===== src/rtl/overlay_chram_arb_if.sv =====
// ---------------------------------------------------------------------------
// overlay_chram_arb_if
//
// Purpose:
//   Bundles everything exchanged between the overlay character-RAM
//   arbiter and the outside world except clock and reset. This covers the
//   three requesters (gear animator, progress bar, text/counter printer),
//   the write-window qualifier, the grant/accept handshake, and the
//   registered write port into the character RAM.
//
// Signals:
//   wr_allow      write window (e.g. vertical blank); ignored unless gated
//   req[2:0]      per-requester write request
//   last[2:0]     per-requester "this beat ends the burst" flag
//   addr0..addr2  per-requester 12-bit character-RAM address
//   data0..data2  per-requester 8-bit character code
//   ack[2:0]      combinational beat accept, one-hot or zero
//   gnt[2:0]      registered grant owner, one-hot or zero
//   busy          registered, high while a burst owns the RAM port
//   wr_ena        registered write strobe to the character RAM
//   wr_addr       registered write address
//   wr_data       registered write data
//
// Modports:
//   master  requesters / RAM side (drives requests, observes grants)
//   slave   the arbiter itself
// ---------------------------------------------------------------------------
interface overlay_chram_arb_if;

  logic        wr_allow;
  logic [2:0]  req;
  logic [2:0]  last;
  logic [11:0] addr0;
  logic [11:0] addr1;
  logic [11:0] addr2;
  logic [7:0]  data0;
  logic [7:0]  data1;
  logic [7:0]  data2;
  logic [2:0]  ack;
  logic [2:0]  gnt;
  logic        busy;
  logic        wr_ena;
  logic [11:0] wr_addr;
  logic [7:0]  wr_data;

  modport master (
    output wr_allow,
    output req,
    output last,
    output addr0,
    output addr1,
    output addr2,
    output data0,
    output data1,
    output data2,
    input  ack,
    input  gnt,
    input  busy,
    input  wr_ena,
    input  wr_addr,
    input  wr_data
  );

  modport slave (
    input  wr_allow,
    input  req,
    input  last,
    input  addr0,
    input  addr1,
    input  addr2,
    input  data0,
    input  data1,
    input  data2,
    output ack,
    output gnt,
    output busy,
    output wr_ena,
    output wr_addr,
    output wr_data
  );

endinterface


===== src/rtl/overlay_chram_arb.sv =====
// ---------------------------------------------------------------------------
// overlay_chram_arb
//
// Purpose:
//   Round-robin arbiter that shares the single write port of the overlay
//   character RAM between three requesters: 0 = gear animator,
//   1 = progress bar, 2 = text/counter printer. A requester that wins
//   arbitration owns the port for a burst of beats. Each accepted beat
//   (ack) is written to the RAM one cycle later through registered
//   wr_ena/wr_addr/wr_data.
//
//   A burst ends on the beat flagged with last, on the beat that reaches
//   MAX_BURST accepted beats, or when the owner drops its request before
//   a beat is accepted. A one-cycle IDLE gap always separates bursts. The
//   round-robin pointer then moves to the requester after the one just
//   served.
//
//   With GATE_EN=1, nothing is granted or accepted outside the wr_allow
//   window. A burst that is in flight is frozen, not cancelled.
//
// Parameters:
//   MAX_BURST  maximum accepted beats per grant (1..32)
//   GATE_EN    1: honour wr_allow; 0: wr_allow is ignored
//
// Ports:
//   i_clk  clock for all logic
//   reset  synchronous, active-high reset
//   bus    overlay_chram_arb_if.slave (requests, handshake, RAM write port)
// ---------------------------------------------------------------------------
module overlay_chram_arb #(
  parameter int unsigned MAX_BURST = 16,
  parameter bit          GATE_EN   = 1'b0
) (
  input  logic               i_clk,
  input  logic               reset,
  overlay_chram_arb_if.slave bus
);

  typedef enum logic {
    IDLE = 1'b0,
    BUSY = 1'b1
  } state_t;

  state_t      state;
  state_t      state_nx;
  logic [2:0]  gnt_q;
  logic [2:0]  gnt_nx;
  logic [1:0]  rr_ptr;
  logic [1:0]  rr_ptr_nx;
  logic [4:0]  bcnt;
  logic [4:0]  bcnt_nx;
  logic        busy_q;

  logic        wr_ena_q;
  logic [11:0] wr_addr_q;
  logic [7:0]  wr_data_q;

  logic        gate_open;
  logic [2:0]  ack;
  logic [1:0]  own_idx;
  logic        own_req;
  logic        own_last;
  logic [11:0] own_addr;
  logic [7:0]  own_data;
  logic        beat_limit;
  logic        release_burst;

  logic [1:0]  cand0;
  logic [1:0]  cand1;
  logic [1:0]  cand2;
  logic        pick_valid;
  logic [1:0]  pick_idx;

  // Modulo-3 successor. The pointer never holds 3, but that code folds
  // onto 0 so that a corrupted value recovers by itself.
  function automatic logic [1:0] next_idx(input logic [1:0] idx);
    return (idx >= 2'd2) ? 2'd0 : idx + 2'd1;
  endfunction

  // Select one requester bit by index. Index 3 reads as "not requesting".
  function automatic logic bit_at(input logic [2:0] vec, input logic [1:0] idx);
    logic b;
    case (idx)
      2'd0:    b = vec[0];
      2'd1:    b = vec[1];
      2'd2:    b = vec[2];
      default: b = 1'b0;
    endcase
    return b;
  endfunction

  function automatic logic [2:0] one_hot(input logic [1:0] idx);
    logic [2:0] v;
    case (idx)
      2'd0:    v = 3'b001;
      2'd1:    v = 3'b010;
      2'd2:    v = 3'b100;
      default: v = 3'b000;
    endcase
    return v;
  endfunction

  // The window only matters when gating is enabled.
  assign gate_open = !GATE_EN || bus.wr_allow;

  // Index of the current owner. gnt_q is one-hot or zero, and the zero
  // case is harmless because the index is used only while BUSY.
  always_comb begin
    own_idx = 2'd0;
    if (gnt_q[1]) begin
      own_idx = 2'd1;
    end else if (gnt_q[2]) begin
      own_idx = 2'd2;
    end
  end

  // Route the owner's request, last flag, address and data. Inputs of
  // the other requesters never reach the write port.
  always_comb begin
    own_addr = bus.addr0;
    own_data = bus.data0;
    case (own_idx)
      2'd1: begin
        own_addr = bus.addr1;
        own_data = bus.data1;
      end
      2'd2: begin
        own_addr = bus.addr2;
        own_data = bus.data2;
      end
      default: begin
      end
    endcase
  end

  assign own_req  = bit_at(bus.req, own_idx);
  assign own_last = bit_at(bus.last, own_idx);

  // Widened compare so that MAX_BURST=32 still fits after the increment.
  assign beat_limit = (({1'b0, bcnt} + 6'd1) == 6'(MAX_BURST));

  // Accept the owner's beat only while holding the port with the window
  // open. Reset masks ack immediately, even though the state registers
  // only clear on the edge.
  always_comb begin
    ack = 3'b000;
    if (!reset && (state == BUSY) && gate_open) begin
      ack = gnt_q & bus.req;
    end
  end

  // Round-robin search. Try rr_ptr first, then the next two requesters
  // in modulo-3 order.
  always_comb begin
    cand0      = (rr_ptr > 2'd2) ? 2'd0 : rr_ptr;
    cand1      = next_idx(cand0);
    cand2      = next_idx(cand1);
    pick_valid = 1'b1;
    pick_idx   = cand0;
    if (bit_at(bus.req, cand0)) begin
      pick_idx = cand0;
    end else if (bit_at(bus.req, cand1)) begin
      pick_idx = cand1;
    end else if (bit_at(bus.req, cand2)) begin
      pick_idx = cand2;
    end else begin
      pick_valid = 1'b0;
    end
  end

  // Next-state logic. IDLE grants when someone asks and the window is
  // open. BUSY counts accepted beats and releases on last, on the beat
  // limit, or on an abandoned request. A closed window freezes BUSY
  // entirely, including abandonment, so that a paused burst resumes
  // intact. A release always passes through IDLE, which creates the
  // one-cycle arbitration bubble.
  always_comb begin
    state_nx      = state;
    gnt_nx        = gnt_q;
    rr_ptr_nx     = rr_ptr;
    bcnt_nx       = bcnt;
    release_burst = 1'b0;
    case (state)
      IDLE: begin
        if (gate_open && pick_valid) begin
          state_nx = BUSY;
          gnt_nx   = one_hot(pick_idx);
          bcnt_nx  = 5'd0;
        end
      end
      BUSY: begin
        if (gate_open) begin
          if (!own_req) begin
            release_burst = 1'b1;
          end else begin
            bcnt_nx = bcnt + 5'd1;
            if (own_last || beat_limit) begin
              release_burst = 1'b1;
            end
          end
        end
      end
      default: begin
        state_nx = IDLE;
        gnt_nx   = 3'b000;
      end
    endcase
    if (release_burst) begin
      state_nx  = IDLE;
      gnt_nx    = 3'b000;
      rr_ptr_nx = next_idx(own_idx);
    end
  end

  // Control registers: FSM state, grant, pointer, beat count and busy.
  // Reset wins over any burst in flight.
  always_ff @(posedge i_clk) begin
    if (reset) begin
      state  <= IDLE;
      gnt_q  <= 3'b000;
      rr_ptr <= 2'd0;
      bcnt   <= 5'd0;
      busy_q <= 1'b0;
    end else begin
      state  <= state_nx;
      gnt_q  <= gnt_nx;
      rr_ptr <= rr_ptr_nx;
      bcnt   <= bcnt_nx;
      busy_q <= (state_nx == BUSY);
    end
  end

  // Write port: one cycle of latency from ack. Address and data hold
  // between writes so that the RAM side sees stable values.
  always_ff @(posedge i_clk) begin
    if (reset) begin
      wr_ena_q  <= 1'b0;
      wr_addr_q <= 12'd0;
      wr_data_q <= 8'd0;
    end else begin
      wr_ena_q <= |ack;
      if (|ack) begin
        wr_addr_q <= own_addr;
        wr_data_q <= own_data;
      end
    end
  end

  assign bus.ack     = ack;
  assign bus.gnt     = gnt_q;
  assign bus.busy    = busy_q;
  assign bus.wr_ena  = wr_ena_q;
  assign bus.wr_addr = wr_addr_q;
  assign bus.wr_data = wr_data_q;

endmodule


===== src/flat_wrapper.sv =====
// flat-port wrapper written by rule: the top's interface ports become plain ports
module overlay_chram_arb_flat 
#(
  parameter int unsigned MAX_BURST = 16,
  parameter bit          GATE_EN   = 1'b0
)
  (i_clk, reset, bus_wr_allow, bus_req, bus_last, bus_addr0, bus_addr1, bus_addr2, bus_data0, bus_data1, bus_data2, bus_ack, bus_gnt, bus_busy, bus_wr_ena, bus_wr_addr, bus_wr_data);
  overlay_chram_arb_if bus_i ();
  input  logic i_clk;
  input  logic reset;
  input wire logic [$bits(bus_i.wr_allow)-1:0] bus_wr_allow;
  input wire logic [$bits(bus_i.req)-1:0] bus_req;
  input wire logic [$bits(bus_i.last)-1:0] bus_last;
  input wire logic [$bits(bus_i.addr0)-1:0] bus_addr0;
  input wire logic [$bits(bus_i.addr1)-1:0] bus_addr1;
  input wire logic [$bits(bus_i.addr2)-1:0] bus_addr2;
  input wire logic [$bits(bus_i.data0)-1:0] bus_data0;
  input wire logic [$bits(bus_i.data1)-1:0] bus_data1;
  input wire logic [$bits(bus_i.data2)-1:0] bus_data2;
  output wire logic [$bits(bus_i.ack)-1:0] bus_ack;
  output wire logic [$bits(bus_i.gnt)-1:0] bus_gnt;
  output wire logic [$bits(bus_i.busy)-1:0] bus_busy;
  output wire logic [$bits(bus_i.wr_ena)-1:0] bus_wr_ena;
  output wire logic [$bits(bus_i.wr_addr)-1:0] bus_wr_addr;
  output wire logic [$bits(bus_i.wr_data)-1:0] bus_wr_data;
  assign bus_i.wr_allow = bus_wr_allow;
  assign bus_i.req = bus_req;
  assign bus_i.last = bus_last;
  assign bus_i.addr0 = bus_addr0;
  assign bus_i.addr1 = bus_addr1;
  assign bus_i.addr2 = bus_addr2;
  assign bus_i.data0 = bus_data0;
  assign bus_i.data1 = bus_data1;
  assign bus_i.data2 = bus_data2;
  assign bus_ack = bus_i.ack;
  assign bus_gnt = bus_i.gnt;
  assign bus_busy = bus_i.busy;
  assign bus_wr_ena = bus_i.wr_ena;
  assign bus_wr_addr = bus_i.wr_addr;
  assign bus_wr_data = bus_i.wr_data;
  overlay_chram_arb #(.MAX_BURST(MAX_BURST), .GATE_EN(GATE_EN)) u_core (.i_clk(i_clk), .reset(reset), .bus(bus_i));
endmodule

===== config.mk =====
export PLATFORM = sky130hd
export DESIGN_NAME = overlay_chram_arb_flat
export DESIGN_NICKNAME = d
export VERILOG_FILES = /design/src/rtl/overlay_chram_arb_if.sv /design/src/rtl/overlay_chram_arb.sv /design/src/flat_wrapper.sv
export SDC_FILE = /design/constraint.sdc
export NUM_CORES = 1
export LEC_CHECK = 0
export BUFFER_PORTS_ARGS = -buffer_cell sky130_fd_sc_hd__buf_2
export CAP_MARGIN = 10
export CELL_PAD_IN_SITES_DETAIL_PLACEMENT = 2
export CELL_PAD_IN_SITES_GLOBAL_PLACEMENT = 2
export CORE_ASPECT_RATIO = 0.8
export CORE_MARGIN = 5
export CORE_UTILIZATION = 24
export CTS_CLUSTER_SIZE = 14
export DETAILED_ROUTE_END_ITERATION = 7
export PLACE_DENSITY_LB_ADDON = 0.1
export REMOVE_ABC_BUFFERS = 1
export SYNTH_ARGS = -nofsm -noshare
export SYNTH_HDL_FRONTEND = slang
export SYNTH_SLANG_ARGS = --single-unit

===== constraint.sdc =====
create_clock -name i_clk -period 2.3 [get_ports i_clk]
set_input_delay 0.46 -clock i_clk [delete_from_list [all_inputs] [get_ports i_clk]]
set_output_delay 0.46 -clock i_clk [all_outputs]
set_load 0.005 [all_outputs]

==> results.sh, run 1 <==
export IMPL_status="finished clean"
export IMPL_grt_max_degree=42
export IMPL_grt_use_total_pct=13.4
export IMPL_path_class="reg -> reg"
export IMPL_max_cap_violations=0
export IMPL_initial_utilization_pct=25.0
export IMPL_wl_um=7090
export IMPL_gp_congestion=0.720
export IMPL_tightest_slew_ns=0.445
export IMPL_wl_per_cell_um=15.2
export IMPL_syn2layout_area_growth_pct=34.8
export IMPL_clockRootBuffer="clkbuf_8"
export IMPL_cts_htree_levels=2
export IMPL_antenna_found_initial=1
export IMPL_clock_skew_ns=0.0142
export IMPL_numClockSinks=32
export IMPL_met2_length_um=3330
export IMPL_drc=0
export IMPL_reg2reg_slack_ns=0.18
export IMPL_cts_buffers=5
export IMPL_fp_coreArea_mm2=0.00806
export IMPL_synthArstFlopShare_pct=0
export IMPL_r2r_end="u_core.bcnt[1]"
export IMPL_grt_pass1_vias=2276
export IMPL_ios=97
export IMPL_start_kind="register"
export IMPL_dieArea_mm2=0.0103
export IMPL_yosysWarnings=0
export IMPL_clk_latency_ns=0.28
export IMPL_dr_max_layer_used="met5"
export IMPL_met3WireLength_um=436
export IMPL_synth_top_area_share_pct=31.8
export IMPL_cp_end_kind="register"
export IMPL_cp_max_fo=8
export IMPL_via_per_inst=4.79
export IMPL_hp_class="reg -> reg"
export IMPL_postCtsHoldBufs=0
export IMPL_cts_tree="yes"
export IMPL_instances_no_fill=467
export IMPL_final_net_count=433
export IMPL_r2r_cells=9
export IMPL_slew_viol_final=0
export IMPL_layout_setup_ws_ns=0.177
export IMPL_yosys_register_bits=32
export IMPL_netlist_top_cells_area="dfxtp_1 (32%), nor2_1 (12%), a21oi_1 (12%)"
export IMPL_firstDrtPassIters=6
export IMPL_synth_largest_area_cell="dfxtp_1"
export IMPL_drive_gt1_share_pct=34.8
export IMPL_place_inst=460
export IMPL_critPathArrivalTime_ns=2.35
export IMPL_hold_viol=0
export IMPL_power_density_mw_per_mm2=665
export IMPL_relSlewSlack_pct=70.2
export IMPL_dp_hpwl_um=5620
export IMPL_row_count=29
export IMPL_drt_iter0_drc=30
export IMPL_synthCells=266
export IMPL_synth_cell_area_mm2=0.00201
export IMPL_cts_setup_buffers=0
export IMPL_max_stage_delay_ns=0.42
export IMPL_synth_distinct_cells=45
export IMPL_dieHeight_um=91.9
export IMPL_worstPathRequired_ns=2.52
export IMPL_ant_nets=0
export IMPL_path_cells="inv_1, ha_1, a222oi_1, buf_4, a21oi_2, a211oi_4, a21oi_2, o21a_1, nor2_1"
export IMPL_cp_common_cell="a21oi_2"
export IMPL_clockBufferDepth=2
export IMPL_post_route_period_util_pct=92.3
export IMPL_finalSetupViolCount=0
export IMPL_ir_drop_v=0.000194
export IMPL_wl_met1_um=3250
export IMPL_grt_pass1_wl_um=11400
export IMPL_p_leak_nw=1.23
export IMPL_antenna_cells=0
export IMPL_yosysSeqAreaShare_pct=31.8
export IMPL_die_w_um=112
export IMPL_slowest_stage="dfxtp_1"
export IMPL_io_buffers=95
export IMPL_synth_ff_type="dfxtp_1"
export IMPL_fmax_mhz=471
export IMPL_clk_pin_slew_ns=0.07
export IMPL_via_count=2238
export IMPL_grt_ovfl_total=0
export IMPL_finalCriticalPeriod_ns=2.12
export IMPL_synth_edf_count=0
export IMPL_place_ws_ns=0.0419
export IMPL_crit_end="u_core.bcnt[1]"
export IMPL_r2r_start="u_core.rr_ptr[1]"
export IMPL_startpoint="u_core.rr_ptr[1]"
export IMPL_syn_area_per_cell_um2=7.57
## worst min-delay path by stage
stage / startpoint / to / slack [ns] / depth (start not counted)
detailed placement: u_core.bus.wr_addr[3] / u_core.bus.wr_addr[3] / 0.47 / 2
CTS: u_core.bus.wr_addr[3] / u_core.bus.wr_addr[3] / 0.49 / 2
global route: u_core.bus.wr_addr[3] / u_core.bus.wr_addr[3] / 0.52 / 2
finish: u_core.bus.wr_addr[8] / u_core.bus.wr_addr[8] / 0.49 / 2
global placement: u_core.bus.wr_data[5] / u_core.bus.wr_data[5] / 0.46 / 2
floorplan: u_core.rr_ptr[0] / u_core.rr_ptr[0] / 0.46 / 2
## metal layers
metal / vias to the layer above / GRT usage (%)
li1: 1109 / -
met4: 2 / 3.00
met2: 61 / 22.5
met3: 7 / 3.82
met1: 1059 / 17.2
met5: - / 0
## repair_timing
item                       in CTS  in global routing
setup endpoints to repair       1                  8
pin swaps                       0                  1
gates resized for setup         1                  4
## cell usage after synthesis (2+ instances only)
library cell and instances:
dlygate4sd1_1 2, inv_1 6, mux2i_1 24, a21oi_1 50, nor3_1 2, buf_6 2, nor2b_1 7, ha_1 5
nor3b_1 3, a21o_1 3, a222oi_1 2, nand2_1 9, dfxtp_1 32, buf_2 6, nand4_1 2, o21ai_1 2
o21a_1 3, o21ai_0 3, nor2_1 67, a211oi_2 2, a21oi_2 2, and3_1 2, clkbuf_1 8
## sequential cells by signal (all words and copies together), names as in the netlist
signal              cells
u_core.bus.wr_addr     12
u_core.bus.wr_data      8
u_core.bcnt             5
u_core.bus.gnt          3
u_core.rr_ptr           2
u_core.bus.wr_ena       1
u_core.state            1
## per-stage QoR
stage	utilization, %	total power, mW	setup TNS [ns]	hold slack (ns)	instance area, µm²
final	33.7	1.81	0	0.485	2720
after global routing	33.7	1.95	-0.00887	0.517	2720
after CTS	33.4	1.83	0	0.493	2690
after detailed placement	32.4	1.40	0	0.474	2610
after global placement	32.4	1.37	0	0.460	2610
after floorplan	-	1.11	-27.00	0.460	1910
## area by class of cell
cell class,count,area (µm²)
clock inverter,1,5.00
sequential,32,642
timing repair buffer,105,563
clock buffer,6,72.6
multi-input combinational,209,1270
inverter,6,22.5
tap,108,135
fill,1000,5340
## cell families after synthesis
| logic type | Yosys count | share of synthesized area, % |
|---|---|---|
| compound gates | 79 | 24.4 |
| fa+ha+maj | 5 | 3.11 |
| buf+inv | 25 | 6.46 |
| flops | 32 | 31.8 |
| mux | 24 | 11.9 |
| simple gates | 101 | 22.3 |
## critical path: cells and delay by family, from the launching register on
family / cells / cell delay [ns]
AOI/OAI and AO/OA: 5 / 1.00
adders and majority gates: 1 / 0.28
buffers and inverters: 2 / 0.29
DFF: 1 / 0.42
and+or+nand+nor: 1 / 0.07
## placed cells by master (no fill, tap or decap), types with 2 or more instances in the layout
cell type  count
o21a_1         3
and3_1         2
a21oi_2        3
buf_4          9
a222oi_1       2
a211oi_2       2
nand2_1        9
nor2b_1        7
a21o_1         3
mux2i_1       24
o21ai_0        3
a21oi_1       49
clkbuf_8       5
buf_2         95
ha_1           4
dfxtp_1       31
nor2_1        67
nor3b_1        3
nand4_1        2
inv_1          6
## power breakdown
group | switching, mW | internal (mW) | total, mW
Sequential | 0.0443 | 0.596 | 0.640
Combinational | 0.403 | 0.350 | 0.753
Clock | 0.207 | 0.206 | 0.413
Total | 0.655 | 1.15 | 1.81
No activity file was read; power rests on OpenSTA's default activity.
==> inputs of run 2 (changes only) <==
--- a/config.mk
+++ b/config.mk
@@ -5,6 +5,7 @@
 export SDC_FILE = /design/constraint.sdc
 export NUM_CORES = 1
 export LEC_CHECK = 0
+export ABC_CLOCK_PERIOD_IN_PS = 2300
 export BUFFER_PORTS_ARGS = -buffer_cell sky130_fd_sc_hd__buf_2
 export CAP_MARGIN = 10
 export CELL_PAD_IN_SITES_DETAIL_PLACEMENT = 2
@@ -15,6 +16,7 @@
 export CTS_CLUSTER_SIZE = 14
 export DETAILED_ROUTE_END_ITERATION = 7
 export PLACE_DENSITY_LB_ADDON = 0.1
+export RECOVER_POWER = 25
 export REMOVE_ABC_BUFFERS = 1
 export SYNTH_ARGS = -nofsm -noshare
 export SYNTH_HDL_FRONTEND = slang
==> results.sh, run 2 (same netlist as run 1, synthesis figures left out) <==
export IMPL_status="finished clean"
export IMPL_clock_skew_ns=0.0142
export IMPL_wl_um=7100
export IMPL_comb_power_share_pct=41.6
export IMPL_startpoint="u_core.rr_ptr[1]"
export IMPL_worstPathRequired_ns=2.52
export IMPL_clk_pin_slew_ns=0.07
export IMPL_post_route_period_util_pct=92.3
export IMPL_path_class="reg -> reg"
export IMPL_holdCritStartpoint="u_core.bus.wr_addr[0]"
export IMPL_layout_setup_ws_ns=0.177
export IMPL_hold_viol=0
export IMPL_grt_pass1_vias=2276
export IMPL_via_count=2236
export IMPL_wl_per_cell_um=15.2
export IMPL_via_per_inst=4.79
export IMPL_fp_coreArea_mm2=0.00806
export IMPL_ant_nets=0
export IMPL_postCtsHoldBufs=0
export IMPL_totalPowerFinal_mw=1.80
export IMPL_setup_tns_ns=0
export IMPL_place_ws_ns=0.0419
export IMPL_drt_iter0_drc=30
export IMPL_die_w_um=112
export IMPL_grt_pass1_wl_um=11400
export IMPL_cts_htree_levels=2
export IMPL_critPathArrivalTime_ns=2.35
export IMPL_cp_end_kind="register"
export IMPL_cp_max_fo=8
export IMPL_grt_max_degree=42
export IMPL_finalSetupViolCount=0
export IMPL_slew_viol_final=0
export IMPL_cts_tree="yes"
export IMPL_hold_worst_slack_ns=0.489
export IMPL_fill_cells=1003
export IMPL_max_cap_violations=0
export IMPL_syn2layout_area_growth_pct=33.9
export IMPL_tightest_slew_ns=0.445
export IMPL_ios=97
export IMPL_crit_buf_inv=2
export IMPL_postLayoutCellArea_mm2=0.00270
export IMPL_fmax_mhz=471
export IMPL_final_net_count=433
export IMPL_crit_family="compound AO/OA/AOI/OAI gates"
export IMPL_dieArea_mm2=0.0103
export IMPL_sw_frac_of_total_pct=36.3
export IMPL_slowest_stage="dfxtp_1"
export IMPL_io_buffers=95
export IMPL_max_stage_delay_ns=0.42
export IMPL_antenna_found_initial=1
export IMPL_r2r_start="u_core.rr_ptr[1]"
export IMPL_clockRootBuffer="clkbuf_8"
export IMPL_relSlewSlack_pct=70.2
export IMPL_numClockSinks=32
export IMPL_ir_drop_v=0.000194
export IMPL_post_dp_cell_area_mm2=0.00261
export IMPL_initial_utilization_pct=25.0
export IMPL_cts_buffers=5
export IMPL_clockPowerShare_pct=22.9
export IMPL_largest_reg_flops=12
export IMPL_start_kind="register"
export IMPL_gp_congestion=0.720
export IMPL_grt_ovfl_total=0
export IMPL_grt_use_total_pct=13.4
export IMPL_seq_power_share_pct=35.5
export IMPL_final_cell_mix="buf_2 (81), nor2_1 (67), a21oi_1 (49)"
export IMPL_internal_power_mw=1.15
export IMPL_cp_common_cell="a21oi_2"
export IMPL_p_switching_uw=655
export IMPL_cts_setup_buffers=0
export IMPL_firstDrtPassIters=6
export IMPL_dieHeight_um=91.9
export IMPL_row_count=29
export IMPL_drc=0
export IMPL_power_density_mw_per_mm2=669
export IMPL_clk_latency_ns=0.28
export IMPL_antenna_cells=0
export IMPL_path_cells="inv_1, ha_1, a222oi_1, buf_4, a21oi_2, a211oi_4, a21oi_2, o21a_1, nor2_1"
export IMPL_hp_class="reg -> reg"
export IMPL_final_common_cell="buf_2"
export IMPL_finalCriticalPeriod_ns=2.12
export IMPL_drive_gt1_share_pct=30.9
export IMPL_dp_hpwl_um=5620
export IMPL_clockBufferDepth=2
export IMPL_p_leak_nw=1.17
==> run 2: cell types whose count changed in the layout (fill, tap and decap cells not counted), sizes merged <==
cell    before  now
clkbuf       6   20
buf        105   91
==> run 2: per-layer routing <==
layer | GRT usage [%] | routed length (µm)
met4 | 3.00 | 57
met3 | 3.82 | 436
met1 | 17.2 | 3260
met2 | 22.5 | 3330
met5 | 0 | 7
==> run 2: through the flow <==
stage | utilization (%) | cells
3_5_place_dp | 32.4 | 460
6_report | 33.5 | 467
2_1_floorplan | - | 247
4_1_cts | 33.4 | 467
5_1_grt | 33.5 | 467
3_3_place_gp | 32.4 | 460
==> run 2: worst register-to-register path, delay by kind of cell, from the launching register on <==
family	cells	cell delay [ns]
fa+ha+maj	1	0.28
compound gates	5	1.00
flops	1	0.42
buf+inv	2	0.29
simple gates	1	0.08
==> run 2: final timing paths <==
| kind | to | slack, ns | depth (start not counted) |
|---|---|---|---|
| worst min register to register | u_core.bus.wr_addr[0] | 0.49 | 2 |
| worst min-delay path | u_core.bus.wr_addr[0] | 0.49 | 2 |
| worst max register to register | u_core.bcnt[1] | 0.18 | 9 |
| worst max-delay path | u_core.bcnt[1] | 0.18 | 9 |
==> run 2: power by group through the flow <==
stage	registers [mW]	logic (mW)	clock network, mW
final	0.640	0.751	0.412
after global routing	0.649	0.841	0.458
after CTS	0.641	0.753	0.436
after detailed placement	0.654	0.743	0
after global placement	0.652	0.721	0
after floorplan	0.702	0.411	0
==> run 2: layout make-up <==
| cell class | count | area [µm²] | share of cell area (%) |
|---|---|---|---|
| multi-input combinational | 209 | 1270 | 47.3 |
| sequential | 32 | 642 | 23.8 |
| inverter | 6 | 22.5 | 0.835 |
| timing repair buffer | 105 | 546 | 20.2 |
| tap | 108 | 135 | 5.01 |
| clock buffer | 6 | 72.6 | 2.69 |
| clock inverter | 1 | 5.00 | 0.186 |
==> run 2: timing repair <==
| action | 4_1_cts | 5_1_grt |
|---|---|---|
| pin swaps | 0 | 1 |
| gates resized for setup | 1 | 4 |
| setup endpoints to repair | 1 | 8 |
